==> config.mk <==
export PLATFORM = sky130hd
export DESIGN_NAME = trace_serializer
export DESIGN_NICKNAME = d
export VERILOG_FILES = /design/src/rtl/trace_serializer.sv
export SDC_FILE = /design/constraint.sdc
export NUM_CORES = 2
export LEC_CHECK = 0
export CAP_MARGIN = 25
export CORE_MARGIN = 2
export CORE_UTILIZATION = 30
export CTS_BUF_LIST = sky130_fd_sc_hd__clkbuf_4 sky130_fd_sc_hd__clkbuf_8
export DETAILED_ROUTE_END_ITERATION = 8
export SLEW_MARGIN = 20
export SYNTH_ARGS = -nofsm -noshare
export SYNTH_HDL_FRONTEND = slang
export SYNTH_SLANG_ARGS = --single-unit
==> constraint.sdc <==
create_clock -name clk -period 10.6 [get_ports clk]
set_clock_uncertainty 0.2 [all_clocks]
set_input_delay 2.12 -clock clk [delete_from_list [all_inputs] [get_ports clk]]
set_output_delay 2.12 -clock clk [all_outputs]
set_load 0.005 [all_outputs]
==> src/rtl/trace_serializer.sv <==
// Packs up to three retired instructions per cycle into a FIFO and emits one per cycle on out_*.
// One cycle minimum latency with no bypass; a group that does not fit is dropped whole and counted, and out_* holds while out_ready is low.
module trace_serializer #(
  parameter int DEPTH = 8
) (
  input  logic                     clk,
  input  logic                     rst,
  input  logic [2:0]               trace_rv_i_valid_ip,
  input  logic [95:0]              trace_rv_i_insn_ip,
  input  logic [95:0]              trace_rv_i_address_ip,
  input  logic [2:0]               trace_rv_i_exception_ip,
  input  logic [2:0]               trace_rv_i_interrupt_ip,
  input  logic [4:0]               trace_rv_i_ecause_ip,
  input  logic [31:0]              trace_rv_i_tval_ip,
  output logic                     out_valid,
  input  logic                     out_ready,
  output logic [31:0]              out_insn,
  output logic [31:0]              out_addr,
  output logic                     out_exc,
  output logic                     out_intr,
  output logic [4:0]               out_ecause,
  output logic [31:0]              out_tval,
  output logic [$clog2(DEPTH):0]   occupancy,
  output logic                     overflow,
  output logic [7:0]               drop_cnt,
  input  logic                     clr_ovf
);
  localparam int AW = $clog2(DEPTH);
  localparam logic [AW+1:0] DEPTH_W = (AW+2)'(DEPTH);

  typedef struct packed {
    logic [31:0] insn;
    logic [31:0] addr;
    logic        exc;
    logic        intr;
    logic [4:0]  ecause;
    logic [31:0] tval;
  } entry_t;

  entry_t        mem_q [DEPTH];
  logic [AW-1:0] rd_ptr_q, rd_ptr_d;
  logic [AW-1:0] wr_ptr_q, wr_ptr_d;
  logic [AW:0]   occ_q, occ_d;
  logic          ovf_q, ovf_d;
  logic [7:0]    drop_q, drop_d;

  entry_t        slot_ent [3];
  entry_t        comp_ent [3];
  logic [1:0]    n_vld;
  logic [1:0]    n_acc;
  logic          deq;
  logic          accept;
  logic          drop;
  logic [AW+1:0] free;
  logic [7:0]    drop_base;
  logic [8:0]    drop_sum;

  // Cause and tval are only meaningful for trapping entries; everything else stores zero.
  always_comb begin
    for (int s = 0; s < 3; s++) begin
      slot_ent[s].insn   = trace_rv_i_insn_ip[32*s +: 32];
      slot_ent[s].addr   = trace_rv_i_address_ip[32*s +: 32];
      slot_ent[s].exc    = trace_rv_i_exception_ip[s];
      slot_ent[s].intr   = trace_rv_i_interrupt_ip[s];
      slot_ent[s].ecause = (trace_rv_i_exception_ip[s] | trace_rv_i_interrupt_ip[s]) ?
                           trace_rv_i_ecause_ip : 5'd0;
      slot_ent[s].tval   = (trace_rv_i_exception_ip[s] | trace_rv_i_interrupt_ip[s]) ?
                           trace_rv_i_tval_ip : 32'd0;
    end
  end

  // Squeeze valid slots down to consecutive write lanes, oldest first.
  always_comb begin
    n_vld = 2'd0;
    for (int k = 0; k < 3; k++) comp_ent[k] = '0;
    for (int s = 0; s < 3; s++) begin
      if (trace_rv_i_valid_ip[s]) begin
        comp_ent[n_vld] = slot_ent[s];
        n_vld           = n_vld + 2'd1;
      end
    end
  end

  always_comb begin
    deq       = (occ_q != '0) & out_ready;
    free      = DEPTH_W - {1'b0, occ_q} + {{(AW+1){1'b0}}, deq};
    accept    = ({{AW{1'b0}}, n_vld} <= free);
    drop      = (n_vld != 2'd0) & ~accept;
    n_acc     = accept ? n_vld : 2'd0;
    occ_d     = occ_q + (AW+1)'(n_acc) - (AW+1)'(deq);
    wr_ptr_d  = wr_ptr_q + AW'(n_acc);
    rd_ptr_d  = rd_ptr_q + AW'(deq);
    drop_base = clr_ovf ? 8'd0 : drop_q;
    drop_sum  = {1'b0, drop_base} + {7'd0, n_vld};
    ovf_d     = drop | (ovf_q & ~clr_ovf);
    if (drop) drop_d = drop_sum[8] ? 8'hFF : drop_sum[7:0];
    else      drop_d = drop_base;
  end

  always_ff @(posedge clk or posedge rst) begin
    if (rst) begin
      rd_ptr_q <= '0;
      wr_ptr_q <= '0;
      occ_q    <= '0;
      ovf_q    <= 1'b0;
      drop_q   <= 8'd0;
    end else begin
      rd_ptr_q <= rd_ptr_d;
      wr_ptr_q <= wr_ptr_d;
      occ_q    <= occ_d;
      ovf_q    <= ovf_d;
      drop_q   <= drop_d;
    end
  end

  // Storage needs no reset: occupancy gates everything visible.
  always_ff @(posedge clk) begin
    for (int k = 0; k < 3; k++) begin
      if (accept && (2'(k) < n_vld)) mem_q[wr_ptr_q + AW'(k)] <= comp_ent[k];
    end
  end

  entry_t head;
  assign head       = mem_q[rd_ptr_q];
  assign out_valid  = (occ_q != '0);
  assign out_insn   = out_valid ? head.insn   : 32'd0;
  assign out_addr   = out_valid ? head.addr   : 32'd0;
  assign out_exc    = out_valid ? head.exc    : 1'b0;
  assign out_intr   = out_valid ? head.intr   : 1'b0;
  assign out_ecause = out_valid ? head.ecause : 5'd0;
  assign out_tval   = out_valid ? head.tval   : 32'd0;
  assign occupancy  = occ_q;
  assign overflow   = ovf_q;
  assign drop_cnt   = drop_q;
endmodule

==> results.sh <==
export IMPL_initial_detailed_routing_violation_count=5075
export IMPL_grt_start_max_net_pins=133
export IMPL_timing_hold_worst_start="overflow$_DFF_PP0_"
export IMPL_synthesis_instances=4104
export IMPL_drv_cap=0
export IMPL_proportion_of_layout_cells_with_a_drive_suffix_above_1_pct=13.48
export IMPL_critPathLaunchType="primary input"
export IMPL_post_synth_instance_area_sq_um=46730
export IMPL_largest_family_of_logic_cells_by_synthesized_area="compound AO/OA/AOI/OAI gates"
export IMPL_clock_latency_ps=870
export IMPL_rsz_0062_raised_after_global_routing="false"
export IMPL_cts_inserted_buffers=145
export IMPL_yosysSeqAreaShare_pct=53.97
export IMPL_timing_max_transition_violations_final=0
export IMPL_effective_utilization_at_floorplan_pct=30.26
export IMPL_postCtsHoldBufs=0
export IMPL_post_route_cell_area_sq_um=55330
export IMPL_status="finished clean"
export IMPL_synth_compound_gate_area_share_pct=19.52
export IMPL_synth_area_mux_share_pct=12.16
export IMPL_tightestPinTransition_ps=1172
export IMPL_number_of_enable_type_register_cells_in_the_synthesized_netlist=824
export IMPL_tns_ps=0
export IMPL_endpoint_kind="flip-flop"
export IMPL_timing_max_slew_rel_slack_pct=21.89
export IMPL_share_of_the_synthesized_netlist_area_taken_by_xor_and_xnor_gates_pct=0.2035
export IMPL_path_max_fanout=48
export IMPL_post_synth_top_area_fraction_pct=52.95
export IMPL_route_detailed_wl_per_inst_microns=27.99
export IMPL_grt_antenna_before_repair=17
export IMPL_cts_resized_gates=0
export IMPL_clock_transition_at_path_regs_ps=50
export IMPL_wire_length_of_the_first_global_routing_pass_microns=258800
export IMPL_cts_tree="done"
export IMPL_core_rowCount=144
export IMPL_crit_start="trace_rv_i_valid_ip[1]"
export IMPL_antenna_violating_nets_post_route=0
export IMPL_timing_hold_ws_ps=344.4
export IMPL_placedCellCount=6179
export IMPL_dp_final_hpwl_microns=99500
export IMPL_synth_most_common_cell="sky130_fd_sc_hd__edfxtp_1"
export IMPL_timing_critical_path_required_ps=10870
export IMPL_clock_path_buffers=3
export IMPL_total_of_fill_cells_in_the_finished_design=15050
export IMPL_wirelength_microns=180500
export IMPL_setup_viol=0
export IMPL_post_synth_cell_area_avg_sq_um=11.39
export IMPL_vdd_ir_drop_max_mv=0.4434
export IMPL_grt_pass1_vias=37430
export IMPL_post_synth_fa_ha_maj_area_fraction_pct=0.6372
export IMPL_postSynthRegisterBits=843
export IMPL_drt_vias_per_instance=5.963
export IMPL_cts_setup_buffers=0
export IMPL_grt_overflow=0
export IMPL_hold_path_class="flip-flop to flip-flop"
export IMPL_final_period_utilization_pct=67.47
export IMPL_synth_flop_cell="sky130_fd_sc_hd__edfxtp_1"
export IMPL_post_synth_most_frequent_cells="sky130_fd_sc_hd__edfxtp_1 (824), sky130_fd_sc_hd__nor2_1 (776), sky130_fd_sc_hd__o22ai_1 (538), sky130_fd_sc_hd__o21ai_0 (530), sky130_fd_sc_hd__clkbuf_1 (249)"
export IMPL_place_area_sq_um=52350
export IMPL_criticalPathCategory="primary input to flip-flop"
export IMPL_die_height_microns=398.7
export IMPL_first_pass_drt_iterations=6
export IMPL_finish_cell_count_without_fillers=6450
export IMPL_synth_simple_area_share_pct=9.609
export IMPL_timing_final_hold_violations=0
export IMPL_io_pins=359
export IMPL_area_growth_pct=18.40
export IMPL_die_width_microns=398.7
export IMPL_nets=4552
export IMPL_design_core_area_sq_um=154400
export IMPL_routed_via_count=38460
export IMPL_static_leakage_nw=18.31
export IMPL_rr_startpoint="occupancy[3]$_DFF_PP0_"
export IMPL_finalWorstPathRequiredPeriod_ps=7152
export IMPL_arrival_ps=7420
export IMPL_globalRouteTotalUtil_pct=22.11
export IMPL_clockRootBuffer="sky130_fd_sc_hd__clkbuf_8"
export IMPL_p_per_area_nw_per_um2=324.5
export IMPL_h_tree_depth=4
export IMPL_asyncSetResetFlopFracSynth_pct=2.254
export IMPL_port_buffers=358
export IMPL_synth_warning_count=0
export IMPL_drt_drc_violations_left=0
export IMPL_routabilityCongestion=0.8365
export IMPL_yosysUniqueCellTypes=71
export IMPL_fmax_mhz=139.8
export IMPL_syn_num_nets=4368
export IMPL_post_synth_main_area_contributors="sky130_fd_sc_hd__edfxtp_1 (53%), sky130_fd_sc_hd__mux4_2 (9.9%), sky130_fd_sc_hd__o22ai_1 (7.2%)"
export IMPL_cts_sink_count=843
export IMPL_yosys_area_top_type="sky130_fd_sc_hd__edfxtp_1"
export IMPL_die_area_sq_um=158900
power breakdown:
| group | internal (W) | leakage [nW] | switching (W) |
|---|---|---|---|
| Clock | 0.00156 | 1.49 | 0.00142 |
| Sequential | 0.00583 | 7.96 | 0.000460 |
| Combinational | 0.00339 | 8.86 | 0.00529 |
| Total | 0.0108 | 18.3 | 0.00717 |
worst paths after layout:
check                                          to  slack, ps  cells past startpoint
max                        mem_q[0][62]$_DFFE_PP_       3450                     14
min                            overflow$_DFF_PP0_        340                      2
max reg2reg                mem_q[0][62]$_DFFE_PP_       4140                     19
min reg2reg                    overflow$_DFF_PP0_        340                      2
max in group asynchronous   rd_ptr_q[2]$_DFF_PP0_       8080                      2
min in group asynchronous   wr_ptr_q[2]$_DFF_PP0_       1510                      2
sequential cells by signal, indices dropped and copies added, names as in the netlist:
| register | cells |
|---|---|
| occupancy | 4 |
| mem_q | 824 |
| rd_ptr_q | 3 |
| drop_cnt | 8 |
| overflow | 1 |
| wr_ptr_q | 3 |
per-stage QoR:
stage	util (%)	power [W]	worst slack, ps
6_report	35.83	0.01795	3448
5_1_grt	35.83	0.01876	3252
4_1_cts	35.72	0.01794	3611
3_5_place_dp	33.90	0.01497	2671
3_3_place_gp	33.79	0.01474	2661
2_1_floorplan	-	0.01118	550.6
layer usage:
layer  vias to the layer above  share of wire (%)  track usage, %
li1                      16290                  -               -
met2                      2697                 46           34.96
met5                         -              0.052               0
met4                        16                3.7           9.292
met1                     18980                 38           28.69
met3                       479                 12           5.694
layout by cell type (no fill, tap or decap), types with 6 or more instances in the layout:
cell / count
sky130_fd_sc_hd__clkinv_1: 30
sky130_fd_sc_hd__a21oi_1: 6
sky130_fd_sc_hd__nand2_1: 80
sky130_fd_sc_hd__o21ai_0: 523
sky130_fd_sc_hd__a221oi_1: 65
sky130_fd_sc_hd__clkdlybuf4s50_1: 357
sky130_fd_sc_hd__a2111oi_4: 6
sky130_fd_sc_hd__buf_12: 14
sky130_fd_sc_hd__clkbuf_4: 53
sky130_fd_sc_hd__diode_2: 7
sky130_fd_sc_hd__nor2_4: 6
sky130_fd_sc_hd__dfrtp_1: 16
sky130_fd_sc_hd__a21boi_1: 26
sky130_fd_sc_hd__mux4_2: 206
sky130_fd_sc_hd__clkinv_2: 13
sky130_fd_sc_hd__a211oi_1: 8
sky130_fd_sc_hd__o21ai_4: 16
sky130_fd_sc_hd__ha_1: 19
sky130_fd_sc_hd__clkbuf_8: 152
sky130_fd_sc_hd__a21boi_0: 123
sky130_fd_sc_hd__nor2_1: 770
sky130_fd_sc_hd__mux2i_1: 104
sky130_fd_sc_hd__inv_1: 22
sky130_fd_sc_hd__a22o_1: 68
sky130_fd_sc_hd__nor2b_1: 154
sky130_fd_sc_hd__o22ai_1: 537
sky130_fd_sc_hd__buf_4: 60
sky130_fd_sc_hd__buf_16: 9
sky130_fd_sc_hd__o21ai_1: 11
sky130_fd_sc_hd__edfxtp_1: 824
area by class of cell:
class                           instances  area, sq um  area share [%]
Antenna cell                            7        17.52         0.03166
Sequential cell                       843        25230           45.60
Multi-Input combinational cell       2835        20080           36.29
Clock inverter                         53        317.8          0.5744
Timing Repair Buffer                  440         4552           8.226
Tap cell                             2044         2557           4.622
Inverter                               23        86.33          0.1560
Clock buffer                          205         2490           4.500
worst max-delay path, cell delays in order:
cell and delay, ps:
sky130_fd_sc_hd__clkdlybuf4s50_1 650, sky130_fd_sc_hd__inv_1 180, sky130_fd_sc_hd__ha_1 290, sky130_fd_sc_hd__nand2b_1 530
sky130_fd_sc_hd__nand2_1 260, sky130_fd_sc_hd__ha_1 360, sky130_fd_sc_hd__nor2b_1 180, sky130_fd_sc_hd__o221ai_4 370
sky130_fd_sc_hd__buf_4 520, sky130_fd_sc_hd__nor2_1 110, sky130_fd_sc_hd__buf_4 230, sky130_fd_sc_hd__o31ai_4 250
sky130_fd_sc_hd__buf_4 500, sky130_fd_sc_hd__buf_4 790
cell families after synthesis:
family          Yosys count
compound gates         1437
xor+xnor                 10
fa+ha+maj                22
buf+inv                 426
flops                   843
mux                     310
simple gates           1056
Note: power is estimated with default switching activity, not from simulation.
